<file path="src/rtl/cpu_clock_scheduler_pkg.sv">
// Shared encodings for the CPU clock scheduler: front-panel mode select and scheduler state.
package cpu_clock_scheduler_pkg;

  typedef enum logic [1:0] {
    MODE_SLOW  = 2'b00,
    MODE_FULL  = 2'b01,
    MODE_STEP  = 2'b10,
    MODE_PAUSE = 2'b11
  } mode_e;

  typedef enum logic [1:0] {
    ST_RUN    = 2'b00,
    ST_STEP   = 2'b01,
    ST_PAUSE  = 2'b10,
    ST_HALTED = 2'b11
  } state_e;

  function automatic state_e mode_target(input mode_e m);
    case (m)
      MODE_STEP:  return ST_STEP;
      MODE_PAUSE: return ST_PAUSE;
      default:    return ST_RUN;
    endcase
  endfunction

endpackage

</file>
<file path="src/rtl/cpu_clock_scheduler_button_debounce.sv">
// Push-button front end: 2-flop synchronizer, stability debounce, one-cycle pulse on accepted press.
module button_debounce #(
  parameter int unsigned DEBOUNCE = 100000
) (
  input  logic clk,
  input  logic rst,
  input  logic btn,
  output logic rise
);

  localparam logic [31:0] DEB_LAST = 32'(DEBOUNCE - 1);

  logic        sync1;
  logic        sync2;
  logic        level;
  logic        level_d;
  logic [31:0] cnt;

  always_ff @(posedge clk) begin
    if (rst) begin
      sync1   <= 1'b0;
      sync2   <= 1'b0;
      level   <= 1'b0;
      level_d <= 1'b0;
      cnt     <= '0;
    end else begin
      sync1   <= btn;
      sync2   <= sync1;
      level_d <= level;
      // Any sample agreeing with the accepted level restarts the stability window.
      if (sync2 != level) begin
        if (cnt == DEB_LAST) begin
          level <= sync2;
          cnt   <= '0;
        end else begin
          cnt <= cnt + 32'd1;
        end
      end else begin
        cnt <= '0;
      end
    end
  end

  assign rise = level & ~level_d;

endmodule

</file>
<file path="src/rtl/cpu_clock_scheduler.sv">
// Generates the pipeline clock-enable from the board clock in slow/full/step/pause modes with sticky halt.
module cpu_clock_scheduler
  import cpu_clock_scheduler_pkg::*;
#(
  parameter int unsigned DIV_SLOW = 50000,
  parameter int unsigned DEBOUNCE = 100000
) (
  input  logic        primitive_clk,
  input  logic        rst,
  input  logic [1:0]  mode,
  input  logic        step_btn,
  input  logic        halt,
  input  logic        resume,
  output logic        cpu_en,
  output logic [1:0]  sched_state,
  output logic [31:0] step_count
);

  localparam logic [31:0] DIV_LAST = 32'(DIV_SLOW - 1);

  state_e      state;
  state_e      state_nxt;
  mode_e       mode_in;
  mode_e       mode_q;
  logic [31:0] div_cnt;
  logic        step_req;
  logic        run_slow;
  logic        div_due;
  logic        en_nxt;

  assign mode_in = mode_e'(mode);

  button_debounce #(.DEBOUNCE(DEBOUNCE)) u_step_btn (
    .clk  (primitive_clk),
    .rst  (rst),
    .btn  (step_btn),
    .rise (step_req)
  );

  always_ff @(posedge primitive_clk) begin
    if (rst) begin
      state <= ST_PAUSE;
      mode_q <= MODE_SLOW;
    end else begin
      state <= state_nxt;
      mode_q <= mode_in;
    end
  end

  // Enable qualification uses the registered state/mode, so a pulse due this
  // cycle is issued under the old state even when halt or mode changes now.
  always_comb begin
    state_nxt = mode_target(mode_in);
    run_slow  = 1'b0;
    div_due   = 1'b0;
    en_nxt    = 1'b0;
    if (halt || (state == ST_HALTED && !resume)) begin
      state_nxt = ST_HALTED;
    end
    case (state)
      ST_RUN: begin
        run_slow = (mode_q == MODE_SLOW);
        div_due  = run_slow && (div_cnt == DIV_LAST);
        en_nxt   = (mode_q == MODE_FULL) || div_due;
      end
      ST_STEP: en_nxt = step_req;
      default: en_nxt = 1'b0;
    endcase
  end

  always_ff @(posedge primitive_clk) begin
    if (rst) begin
      div_cnt    <= '0;
      cpu_en     <= 1'b0;
      step_count <= '0;
    end else begin
      if (run_slow && !div_due) begin
        div_cnt <= div_cnt + 32'd1;
      end else begin
        div_cnt <= '0;
      end
      cpu_en     <= en_nxt;
      step_count <= step_count + 32'(cpu_en);
    end
  end

  assign sched_state = state;

endmodule

</file>
<file path="config.mk">
export PLATFORM = sky130hd
export DESIGN_NAME = cpu_clock_scheduler
export DESIGN_NICKNAME = d
export VERILOG_FILES = /design/src/rtl/cpu_clock_scheduler_pkg.sv /design/src/rtl/cpu_clock_scheduler_button_debounce.sv /design/src/rtl/cpu_clock_scheduler.sv
export SDC_FILE = /design/constraint.sdc
export NUM_CORES = 1
export LEC_CHECK = 0
export ABC_AREA = 1
export CORE_AREA = 2 2 123 125
export DETAILED_ROUTE_END_ITERATION = 10
export DIE_AREA = 0 0 125 127
export PLACE_DENSITY = 0.53
export SLEW_MARGIN = 25
export SYNTH_ARGS = -nofsm -noshare
export SYNTH_HDL_FRONTEND = slang
export SYNTH_SLANG_ARGS = --single-unit
</file>
<file path="constraint.sdc">
create_clock -name primitive_clk -period 2.65 [get_ports primitive_clk]
set_clock_uncertainty 0.15 [all_clocks]
set_input_delay 0.3975 -clock primitive_clk [delete_from_list [all_inputs] [get_ports primitive_clk]]
set_output_delay 0.3975 -clock primitive_clk [all_outputs]
set_load 0.05 [all_outputs]
</file>
==> results.md <==
- In this run the tightest slew margin relative to its limit is 65.82%.
- The total inserted antenna cells is 0.
- The final RePlAce weighted congestion is 0.8265.
- At the end of the flow, the number of nets in the layout was 945.
- The worst reg-to-reg path cell count is 8.
- For the worst setup path, the data required time is 2.10 ns.
- After clock tree synthesis, the flow added hold-fix buffers numbering 0.
- Buffers inserted during clock tree synthesis total 9.
- The wire length per cell is 12.70 um.
- In this run the clock root is driven by a sky130_fd_sc_hd__clkbuf_16.
- Leaving out fill and tap cells, the most frequent cell in the layout is sky130_fd_sc_hd__nand2_1.
- Each instance of the synthesized netlist takes up on average 6.312 sq um.
- The routed design could run at a clock period as short as 2.266 ns.
- For this configuration, the core starts out at a cell density of 38.86%.
- The footprint of the multi-input gates is 3023 sq um.
- Walking the worst path, the cells encountered are clkdlybuf4s50_1.
- The kind of cell with the highest combined delay on the critical path is buffers and inverters.
- The synthesis-to-layout area growth is 17.08%.
- The die extent in x is 125 um.
- The via count of the first global-routing pass is 4,899.
- The setup check on the worst reg-to-reg path leaves a slack of 0.66 ns.
- Setup violations remaining at the end of the flow were counted as 0.
- After clock tree synthesis, the setup repair step added 0 buffers.
- The placeable core area is 14,420 sq um.
- The maximum VDD drop is 0.0003304 V.
- The mapped cell area is 5605 sq um.
- Together, buffers and inverters on the worst path number 1.
- The area used by sequential logic in the layout is 2102 sq um.
- Setup repair after global routing left no endpoint under its margin.
- In this run, the number of DRC markers left after iteration 0 of detailed routing was 292.
- The first-pass GRT wire length is 23,610 um.
- The sum of net half-perimeters after detailed placement is 10,940 um.
- Cells with a size suffix above 1 make up 4.686% of the layout.
- The detail-routed via count per cell is 4.589.
- Timing would allow up to 0.4413 GHz.
- The maximum number of pins on one net before global-route repair is 33.
- The detail route stage leaves a number of antenna-violating nets equal to 0.
- The post-synthesis instance total is 888.
- The number of cells on the worst hold path is 2.
- TritonCTS built the clock tree.
- The worst setup path is launched from a register.
- In this run the worst hold path is classified as reg -> reg.
- The endpoint of the most critical register-to-register path is step_count[18]$_SDFF_PP0_.
- The pre-antenna-repair detailed-routing pass consisted of 5 iterations.
- The number of register bits inferred by synthesis is 105.
- The number of antenna violations at the first check in global routing came to 0.
- The area fraction of the dominant cell type after synthesis is 37.50%.
- The number of buffers on the longest clock path is 2.
- Once the clock tree was built, the resizer swapped 0 gates to a different size.
- STA classifies the critical path endpoint as a primary output.
- The maximum level of the CTS H-tree is 3.
- Power spread over the standard cell area amounts to 489.5 nW/um^2.
- The site row count is 44.
- The count of port buffers added during placement is 41.
- For this block, the via count after detailed routing is 5,153.
- Counting every net in the synthesized netlist gives 899.
- The total negative slack for setup checks is 0 ns.
- The count of maximum capacitance violations is 0.
- 42 I/O pins were placed.
- The number of synthesis warnings is 0.
- The design draws 0.003212 W.
- The die span in y is 127 um.
- On the worst path, the slowest cell contributes a delay of 0.87 ns.
- The flow ran to the end, and the final reports show no timing, DRC or antenna violations.
- Leaving out fill and tap cells, the most frequent cells in the layout are sky130_fd_sc_hd__nand2_1, sky130_fd_sc_hd__nor2_1, sky130_fd_sc_hd__inv_1.
- The final routed DRC violation total is 0.
- The cell accounting for the most synthesized area is sky130_fd_sc_hd__dfxtp_1.
- By area the synthesized netlist is led by sky130_fd_sc_hd__dfxtp_1, sky130_fd_sc_hd__nand2_1, sky130_fd_sc_hd__nor2_1, sky130_fd_sc_hd__inv_1, sky130_fd_sc_hd__xor2_1.
- The number of failing hold endpoints at the final stage was 0.
- The area of placed instances is 6217 sq um.
- After synthesis, the netlist uses 32 different library cells.
- The end of the worst hold path is u_step_btn.sync2$_SDFF_PP0_.
- The analysis attributes to cell leakage a power of 2.160 nW.
- The source of the worst register-to-register timing path is cpu_en$_SDFF_PP0_.
- The all-layer global routing usage is 18.41%.
- The critical path in this run is classified as reg -> out.
- The clock latency on the worst-skew pair is 0.35 ns.
- For the pin with the worst max-slew slack, the measured transition is 0.5111 ns.
- The final standard cell area without fillers is 6563 sq um.
- The die footprint is 15,880 sq um.
- The total count of max-transition violations in the final report is 0.
- The filler cells instantiated in the layout total 1,559.
- The data arrival time of the critical path is 1.72 ns.
- The worst-path maximum fanout is 6.
- The final critical path takes up 85.52% of the cycle.
- On the critical path, the stage with the largest delay is an instance of sky130_fd_sc_hd__clkdlybuf4s50_1.
- For this run the aggregate overflow at the end of global routing stands at 0.
- The sum of routed wire length over all layers is 14,270 um.
- The beginning of the worst hold path is u_step_btn.sync1$_SDFF_PP0_.
- The post-CTS clock slew at the launch and capture registers of the worst setup and hold paths is 0.07 ns.
- Of the synthesized area, sequential elements account for 37.50%.
- The clock drives 105 sinks.
==> per-stage QoR <==
stage / hold WS, ns / instances / worst slack [ns] / util, %
floorplan: 0.2383 / 888 / 0.5251 / -
global placement: 0.2409 / 1107 / 0.6869 / 43.10
CTS: 0.2549 / 1123 / 0.3600 / 45.50
detailed placement: 0.2456 / 1107 / 0.6551 / 43.10
global route: 0.2812 / 1123 / 0.3293 / 45.50
finish: 0.2519 / 1123 / 0.3838 / 45.50
==> registers in the layout, indices dropped and copies added, names as in the netlist <==
| signal | count |
|---|---|
| div_cnt | 32 |
| step_count | 32 |
| u_step_btn.cnt | 32 |
| mode_q | 2 |
| sched_state | 2 |
| cpu_en | 1 |
| u_step_btn.level | 1 |
| u_step_btn.level_d | 1 |
| u_step_btn.sync1 | 1 |
| u_step_btn.sync2 | 1 |
==> worst min-delay path: cells and delay by family, from the launching register on <==
family                 cells  cell delay (ns)
buffers and inverters      1             0.04
flip-flops                 1             0.30
AND/OR/NAND/NOR            1             0.03
==> worst max-delay path by stage <==
| stage | cells past startpoint | startpoint | end | slack, ns |
|---|---|---|---|---|
| floorplan | 9 | step_count[0]$_SDFF_PP0_ | step_count[22]$_SDFF_PP0_ | 0.53 |
| global placement | 8 | cpu_en$_SDFF_PP0_ | step_count[18]$_SDFF_PP0_ | 0.69 |
| detailed placement | 9 | u_step_btn.cnt[0]$_SDFF_PP0_ | u_step_btn.cnt[12]$_SDFF_PP0_ | 0.66 |
| CTS | 1 | step_count[19]$_SDFF_PP0_ | step_count[19] | 0.36 |
| global route | 1 | step_count[19]$_SDFF_PP0_ | step_count[19] | 0.33 |
| finish | 1 | step_count[19]$_SDFF_PP0_ | step_count[19] | 0.38 |
==> kinds of logic (layout without fill, tap and decap cells) <==
logic type	count (synthesis)	count (layout)	share of synthesized area, %
AO/OA/AOI/OAI	59	59	5.514
flip-flops	105	105	37.50
adder cells (fa/ha/maj)	4	4	0.8929
AND/OR/NAND/NOR	568	568	42.37
buffers and inverters	119	170	8.571
XOR/XNOR	33	33	5.156
==> power breakdown <==
group | total (W) | switching [W] | internal (W) | leakage (nW)
logic | 0.0000695 | 0.0000446 | 0.0000249 | 1.15
clock network | 0.00155 | 0.000605 | 0.000949 | 0.166
registers | 0.00159 | 0.00000578 | 0.00158 | 0.847
==> cells in the mapped netlist <==
library cell / number
sky130_fd_sc_hd__nand2_1: 260
sky130_fd_sc_hd__nor2_1: 213
sky130_fd_sc_hd__inv_1: 107
sky130_fd_sc_hd__dfxtp_1: 105
sky130_fd_sc_hd__a21oi_1: 43
sky130_fd_sc_hd__nand3_1: 35
sky130_fd_sc_hd__xor2_1: 26
sky130_fd_sc_hd__nand4_1: 12
sky130_fd_sc_hd__nand3b_1: 10
sky130_fd_sc_hd__o21ai_0: 10
sky130_fd_sc_hd__nor3_1: 8
sky130_fd_sc_hd__xnor2_1: 7
sky130_fd_sc_hd__nand2_2: 6
sky130_fd_sc_hd__nor2_2: 6
sky130_fd_sc_hd__nor2_4: 5
sky130_fd_sc_hd__ha_1: 4
sky130_fd_sc_hd__nand3_2: 4
sky130_fd_sc_hd__o21a_1: 4
sky130_fd_sc_hd__buf_4: 3
sky130_fd_sc_hd__buf_6: 3
sky130_fd_sc_hd__clkbuf_1: 3
sky130_fd_sc_hd__and2_1: 2
sky130_fd_sc_hd__or2_0: 2
sky130_fd_sc_hd__or2_2: 2
sky130_fd_sc_hd__a31oi_1: 1
sky130_fd_sc_hd__and2_0: 1
sky130_fd_sc_hd__and3_1: 1
sky130_fd_sc_hd__buf_1: 1
sky130_fd_sc_hd__clkinv_1: 1
sky130_fd_sc_hd__inv_2: 1
sky130_fd_sc_hd__nand4_2: 1
sky130_fd_sc_hd__o211ai_1: 1
==> area by class of cell <==
type                            count  area share [%]
Multi-Input combinational cell    664           46.06
Clock buffer                       11           3.699
Timing Repair Buffer               45           6.902
Tap cell                          184           3.508
Clock inverter                      5           1.563
Inverter                          109           6.235
Sequential cell                   105           32.03
==> metal layers <==
metal / part of all wire, % / track usage [%] / vias to the layer above
met3: 3.5 / 4.397 / 15
met2: 46 / 30.98 / 71
met4: 1.6 / 5.294 / 0
met1: 48 / 23.69 / 2250
met5: 0 / 0 / -
li1: - / - / 2817
No activity file was read; power rests on OpenSTA's default activity.
